===== src/rtl/queue_reader.sv =====
// -----------------------------------------------------------------------------
// queue_reader
//
// Read-side controller for a queue_reg shift-register queue. It keeps a
// mirror of the queue occupancy from the writer's push strobe, issues
// read_flag only when a word is present and there is room downstream, absorbs
// the queue's one-cycle read latency, and presents the words on a
// valid/ready stream with a per-frame last marker.
//
// Ports
//   clk      : clock, all state on the rising edge
//   rst      : asynchronous reset, active low
//   q_push   : copy of the queue's input_vld (a write into the queue)
//   q_read   : drives the queue's read_flag
//   q_dout   : queue data, valid the cycle after q_read
//   m_valid  : output word valid
//   m_ready  : downstream accept
//   m_data   : output word (FIFO head)
//   m_last   : high with the last word of a frame
//   occ      : mirrored queue occupancy
//   err_ovf  : sticky flag, push while the queue was full with no read
//   err_clr  : synchronous clear of err_ovf (a new overflow wins)
// -----------------------------------------------------------------------------
module queue_reader #(
  parameter int width     = 8,
  parameter int depth     = 3,
  parameter int frame_len = 9
) (
  input  logic                         clk,
  input  logic                         rst,
  input  logic                         q_push,
  output logic                         q_read,
  input  logic [width-1:0]             q_dout,
  output logic                         m_valid,
  input  logic                         m_ready,
  output logic [width-1:0]             m_data,
  output logic                         m_last,
  output logic [$clog2(depth+1)-1:0]   occ,
  output logic                         err_ovf,
  input  logic                         err_clr
);

  localparam int OCC_W  = $clog2(depth + 1);
  localparam int FCNT_W = (frame_len > 1) ? $clog2(frame_len) : 1;

  localparam logic [OCC_W-1:0]  OCC_FULL  = OCC_W'(depth);
  localparam logic [FCNT_W-1:0] FCNT_LAST = FCNT_W'(frame_len - 1);

  // ---------------------------------------------------------------------------
  // State
  // ---------------------------------------------------------------------------
  logic [OCC_W-1:0]  occ_q,     occ_d;
  logic              pend_q,    pend_d;
  logic [1:0]        buf_cnt_q, buf_cnt_d;
  logic              wr_ptr_q,  wr_ptr_d;
  logic              rd_ptr_q,  rd_ptr_d;
  logic [FCNT_W-1:0] fcnt_q,    fcnt_d;
  logic              err_ovf_q, err_ovf_d;

  // Two-entry output FIFO; the last marker is stamped next to each word.
  logic [width-1:0]  buf_data_q [2];
  logic [width-1:0]  buf_data_d [2];
  logic              buf_last_q [2];
  logic              buf_last_d [2];

  // ---------------------------------------------------------------------------
  // Handshake and read issue
  // ---------------------------------------------------------------------------
  logic       pop;
  logic [2:0] room_used;

  always_comb begin
    pop = (buf_cnt_q != 2'd0) && m_ready;

    // Entries that will be held or in flight after this cycle's pop. A read
    // issued now lands one cycle later, so pend counts as already occupying
    // a slot; keeping this below two means the FIFO can never overflow.
    room_used = {1'b0, buf_cnt_q} + {2'b00, pend_q} - {2'b00, pop};

    // Only registered state feeds the occupancy term: a word pushed this
    // cycle is not readable until the next one.
    q_read = (occ_q != '0) && (room_used < 3'd2);
  end

  // ---------------------------------------------------------------------------
  // Next-state logic
  // ---------------------------------------------------------------------------
  always_comb begin
    occ_d      = occ_q;
    err_ovf_d  = err_ovf_q;
    pend_d     = q_read;
    buf_cnt_d  = buf_cnt_q + {1'b0, pend_q} - {1'b0, pop};
    wr_ptr_d   = wr_ptr_q;
    rd_ptr_d   = rd_ptr_q;
    fcnt_d     = fcnt_q;
    buf_data_d = buf_data_q;
    buf_last_d = buf_last_q;

    // Occupancy mirror. A push into a full queue without a read is lost by
    // the queue itself, so the count saturates and the error is flagged.
    if (q_push && !q_read) begin
      if (occ_q == OCC_FULL) begin
        occ_d = occ_q;
      end else begin
        occ_d = occ_q + OCC_W'(1);
      end
    end else if (q_read && !q_push) begin
      occ_d = occ_q - OCC_W'(1);
    end

    if (err_clr) begin
      err_ovf_d = 1'b0;
    end
    if (q_push && !q_read && (occ_q == OCC_FULL)) begin
      err_ovf_d = 1'b1;
    end

    // Capture the word requested last cycle into the FIFO tail.
    if (pend_q) begin
      buf_data_d[wr_ptr_q] = q_dout;
      buf_last_d[wr_ptr_q] = (fcnt_q == FCNT_LAST);
      wr_ptr_d             = ~wr_ptr_q;
      if (fcnt_q == FCNT_LAST) begin
        fcnt_d = '0;
      end else begin
        fcnt_d = fcnt_q + FCNT_W'(1);
      end
    end

    if (pop) begin
      rd_ptr_d = ~rd_ptr_q;
    end
  end

  // ---------------------------------------------------------------------------
  // Registers
  // ---------------------------------------------------------------------------
  always_ff @(posedge clk or negedge rst) begin
    if (!rst) begin
      occ_q     <= '0;
      pend_q    <= 1'b0;
      buf_cnt_q <= '0;
      wr_ptr_q  <= 1'b0;
      rd_ptr_q  <= 1'b0;
      fcnt_q    <= '0;
      err_ovf_q <= 1'b0;
      for (int unsigned i = 0; i < 2; i++) begin
        buf_data_q[i] <= '0;
        buf_last_q[i] <= 1'b0;
      end
    end else begin
      occ_q     <= occ_d;
      pend_q    <= pend_d;
      buf_cnt_q <= buf_cnt_d;
      wr_ptr_q  <= wr_ptr_d;
      rd_ptr_q  <= rd_ptr_d;
      fcnt_q    <= fcnt_d;
      err_ovf_q <= err_ovf_d;
      for (int unsigned i = 0; i < 2; i++) begin
        buf_data_q[i] <= buf_data_d[i];
        buf_last_q[i] <= buf_last_d[i];
      end
    end
  end

  // ---------------------------------------------------------------------------
  // Outputs (head of the FIFO and registered counters)
  // ---------------------------------------------------------------------------
  assign m_valid = (buf_cnt_q != 2'd0);
  assign m_data  = buf_data_q[rd_ptr_q];
  assign m_last  = buf_last_q[rd_ptr_q];
  assign occ     = occ_q;
  assign err_ovf = err_ovf_q;

endmodule


===== config.mk =====
export PLATFORM = sky130hd
export DESIGN_NAME = queue_reader
export DESIGN_NICKNAME = d
export VERILOG_FILES = /design/src/rtl/queue_reader.sv
export SDC_FILE = /design/constraint.sdc
export NUM_CORES = 1
export LEC_CHECK = 0
export CAP_MARGIN = 5
export CORE_MARGIN = 4
export CORE_UTILIZATION = 44
export DETAILED_ROUTE_END_ITERATION = 10
export GPL_TIMING_DRIVEN = 0
export PLACE_DENSITY = 0.72
export SYNTH_ARGS = -nofsm -noshare
export SYNTH_HDL_FRONTEND = slang
export SYNTH_SLANG_ARGS = --single-unit

===== constraint.sdc =====
create_clock -name clk -period 3.3 [get_ports clk]
set_clock_uncertainty 0.15 [all_clocks]
set_input_delay 0.66 -clock clk [delete_from_list [all_inputs] [get_ports clk]]
set_output_delay 0.66 -clock clk [all_outputs]
set_load 0.005 [all_outputs]

==> impl_metrics.yaml <==
outcome:
  outcome: "complete, no violations"
floorplan:
  die-area_um2: 4280
  core_area_um2: 3100
  ios: 27
  die_h_um: 65.4
  start_util_pct: 46.7
  rows: 20
  die_x_um: 65.4
timing:
  finalWorstSetupSlack_ns: 0.0385
  fin_hold_ws_ns: 0.189
  period_needed_ns: 3.26
  setup_violations: 0
  grt_setup_unrepaired: "yes"
  final_hold_viol_count: 0
  fmax_mhz: 307
  worst_pin_slew_ns: 0.629
  slew_viol_final: 0
  period_share_pct: 98.8
  fin_tns_setup_ns: 0
  maxSlewHeadroom_pct: 58.1
logic_synthesis:
  synth_warnings: 0
  syn_avg_cell_area_um2: 13.2
  synth-seq-cells: 30
  yosysSeqAreaShare_pct: 51.8
  synth_cell_types: 34
  synth_cells: 110
  synth_edf_count: 0
  synth_nets: 128
  yosys_most_used_dff: "dfrtp_1"
  async_flop_share_pct: 100
  synth_area_um2: 1450
clocking:
  clk-insertion-delay-late_ns: 0.33
  cts.sinks: 30
  tritoncts: "built"
  htree_num_levels: 2
  hold_buffers: 0
  clk_pin_slew_ns: 0.09
  clock-root-buffer: "clkbuf_4"
  numCtsBuffers: 5
  clk_path_buf_depth: 2
worst_setup_path:
  max_stage_delay_ns: 0.55
  cp_max_fo: 2
  r2r-start: "buf_cnt_q[0]$_DFF_PN0_"
  path_cells: "or2_4 -> and2_4 -> ha_4 -> inv_2 -> ha_4 -> inv_2 -> fa_2 -> inv_2 -> nor3_2 -> buf_2"
  slowest_stage: "fa_2"
  r2r_end: "occ[0]$_DFFE_PN0P_"
  critPathLaunch: "buf_cnt_q[0]$_DFF_PN0_"
  required_ns: 2.49
  worstRegToRegCells: 11
  crit_top_cell: "inv_2"
  path_class: "flip-flop to output pin"
  setup.worst_path.end: "q_read"
  arrival_ns: 2.45
  start_kind: "flip-flop"
  cp-end-kind: "output pin"
  r2r_slack_ns: 0.60
finish:
  layout.nets: 168
  multi_input_area_um2: 687
  seq_area_um2: 751
  fillers: 285
  diodes: 0
  design_area_um2: 1910
  utilization_pct: 61.6
  area_growth_pct: 31.8
  layout-drive-gt1-share_pct: 37.1
routing:
  initialDrtViolationCount: 28
  drt_wl_total_um: 2760
  dr.pass1.iters: 4
  drc_errors: 0
  routedWlPerCell_um: 14.2
  num_vias: 992
  via_per_inst: 5.09
  antenna_left: 0
placed_design:
  place_ws_ns: -0.723
  port_buffers: 26
  placed_cell_area_um2: 1770
  gp_congestion: 0.670
pwr:
  p_leak_uw: 0.000839
  netSwitchingFraction_pct: 33.4
  p_seq_share_pct: 34.1
  p_sw_uw: 664
  ir_drop_uv: 527
  powerDensity_nw_per_um2: 1040
  internal_power_uw: 1320
  comb_power_share_pct: 54.5
  clockPowerShare_pct: 11.4
global_routing:
  antenna_found_initial: 0
  grt_pass1_vias: 1080
  grt_max_degree: 31
  gr-total-overflow: 0
  track_usage_pct: 15.4
  grt_pass1_wl_um: 4870
flow_run:
  max_cap_viol_count: 0
worst_hold_path:
  hold_class: "input pin to async pin"
==> metrics by stage <==
stage          total power, uW  cells
4_1_cts                   1990    194
6_report                  1990    195
3_5_place_dp              1610    180
5_1_grt                   2150    195
2_1_floorplan             1240    110
3_3_place_gp              1570    180
==> final cells by class <==
| cell class | instances | area share [%] |
|---|---|---|
| timing repair buffer | 33 | 15.8 |
| clock inverter | 1 | 0.262 |
| multi-input combinational | 69 | 35.9 |
| tap | 44 | 2.88 |
| buffer | 3 | 1.44 |
| clock buffer | 7 | 2.88 |
| inverter | 8 | 1.57 |
| sequential | 30 | 39.3 |
==> worst min-delay path by stage <==
stage                                    from                          to  slack, ns  depth (start not counted)
floorplan                                 rst      buf_cnt_q[0]$_DFF_PN0_       0.21                          0
global placement    buf_last_q[0]$_DFFE_PN0P_   buf_last_q[0]$_DFFE_PN0P_       0.32                          2
detailed placement  buf_last_q[0]$_DFFE_PN0P_   buf_last_q[0]$_DFFE_PN0P_       0.33                          2
CTS                 buf_last_q[0]$_DFFE_PN0P_   buf_last_q[0]$_DFFE_PN0P_       0.35                          2
global route                              rst  buf_data_q[14]$_DFFE_PN0P_       0.24                          1
finish                                    rst  buf_data_q[14]$_DFFE_PN0P_       0.19                          1
==> Yosys cell counts (all sizes together), types with 2 or more instances <==
| cell | n | area share (%) |
|---|---|---|
| dfrtp | 30 | 52 |
| mux2 | 24 | 21 |
| inv | 8 | 2.1 |
| nand2 | 7 | 2.0 |
| o21ai | 7 | 2.4 |
| ha | 4 | 3.5 |
| buf | 3 | 1.9 |
| xor2 | 3 | 1.8 |
| a21boi | 2 | 1.0 |
| nand2b | 2 | 0.86 |
==> repair_timing <==
item / in CTS / in global routing
hold endpoints to repair: 0 / 0
buffers inserted: 6 / 1
pin swaps: 4 / 2
setup endpoints to repair: 1 / 1
resized for setup: 16 / 0
==> routing by layer <==
layer  part of all wire (%)  up-vias  track usage, %
met5                      0        -               0
met4                    1.8        0            5.70
met3                    5.7        4            6.15
met2                     48       35            24.4
met1                     45      492            18.9
li1                       -      461               -
==> layout by cell type, fill, tap and decap left out, types with 3 or more instances in the layout <==
master and count:
buf_2 3, buf_4 7, clkbuf_4 5, clkdlybuf4s50_1 23, dfrtp_1 30, inv_1 5
inv_2 3, mux2_2 16, mux2_4 8, nand2_1 6, o21ai_0 7
==> worst max-delay path: cells and delay by family, from the launching register on <==
| family | cells | cell delay, ns |
|---|---|---|
| flip-flops | 1 | 0.39 |
| buffers and inverters | 4 | 0.28 |
| AND/OR/NAND/NOR | 3 | 0.58 |
| adder cells (fa/ha/maj) | 3 | 0.88 |
==> state kept, by name, indices dropped and copies added, names as in the netlist <==
register / count
wr_ptr_q: 1
rd_ptr_q: 1
err_ovf: 1
pend_q: 1
fcnt_q: 4
buf_last_q: 2
buf_cnt_q: 2
occ: 2
buf_data_q: 16
==> logic make-up (layout without fill, tap and decap cells) <==
group | Yosys count | in the layout | share of synthesized area, %
and+or+nand+nor | 18 | 18 | 7.42
adders and majority gates | 5 | 5 | 4.83
xor gates and xnor gates | 4 | 4 | 2.42
AOI/OAI and AO/OA | 17 | 17 | 8.20
DFF | 30 | 30 | 51.8
muxes | 25 | 25 | 21.4
buffers and inverters | 11 | 52 | 3.97
==> power by group through the flow <==
stage	clock network (uW)	logic [uW]	registers, uW
CTS	238	1070	679
global route	260	1180	708
detailed placement	0	925	688
global placement	0	900	673
floorplan	0	582	657
finish	226	1080	678
Power figures use the tool's default switching activity.
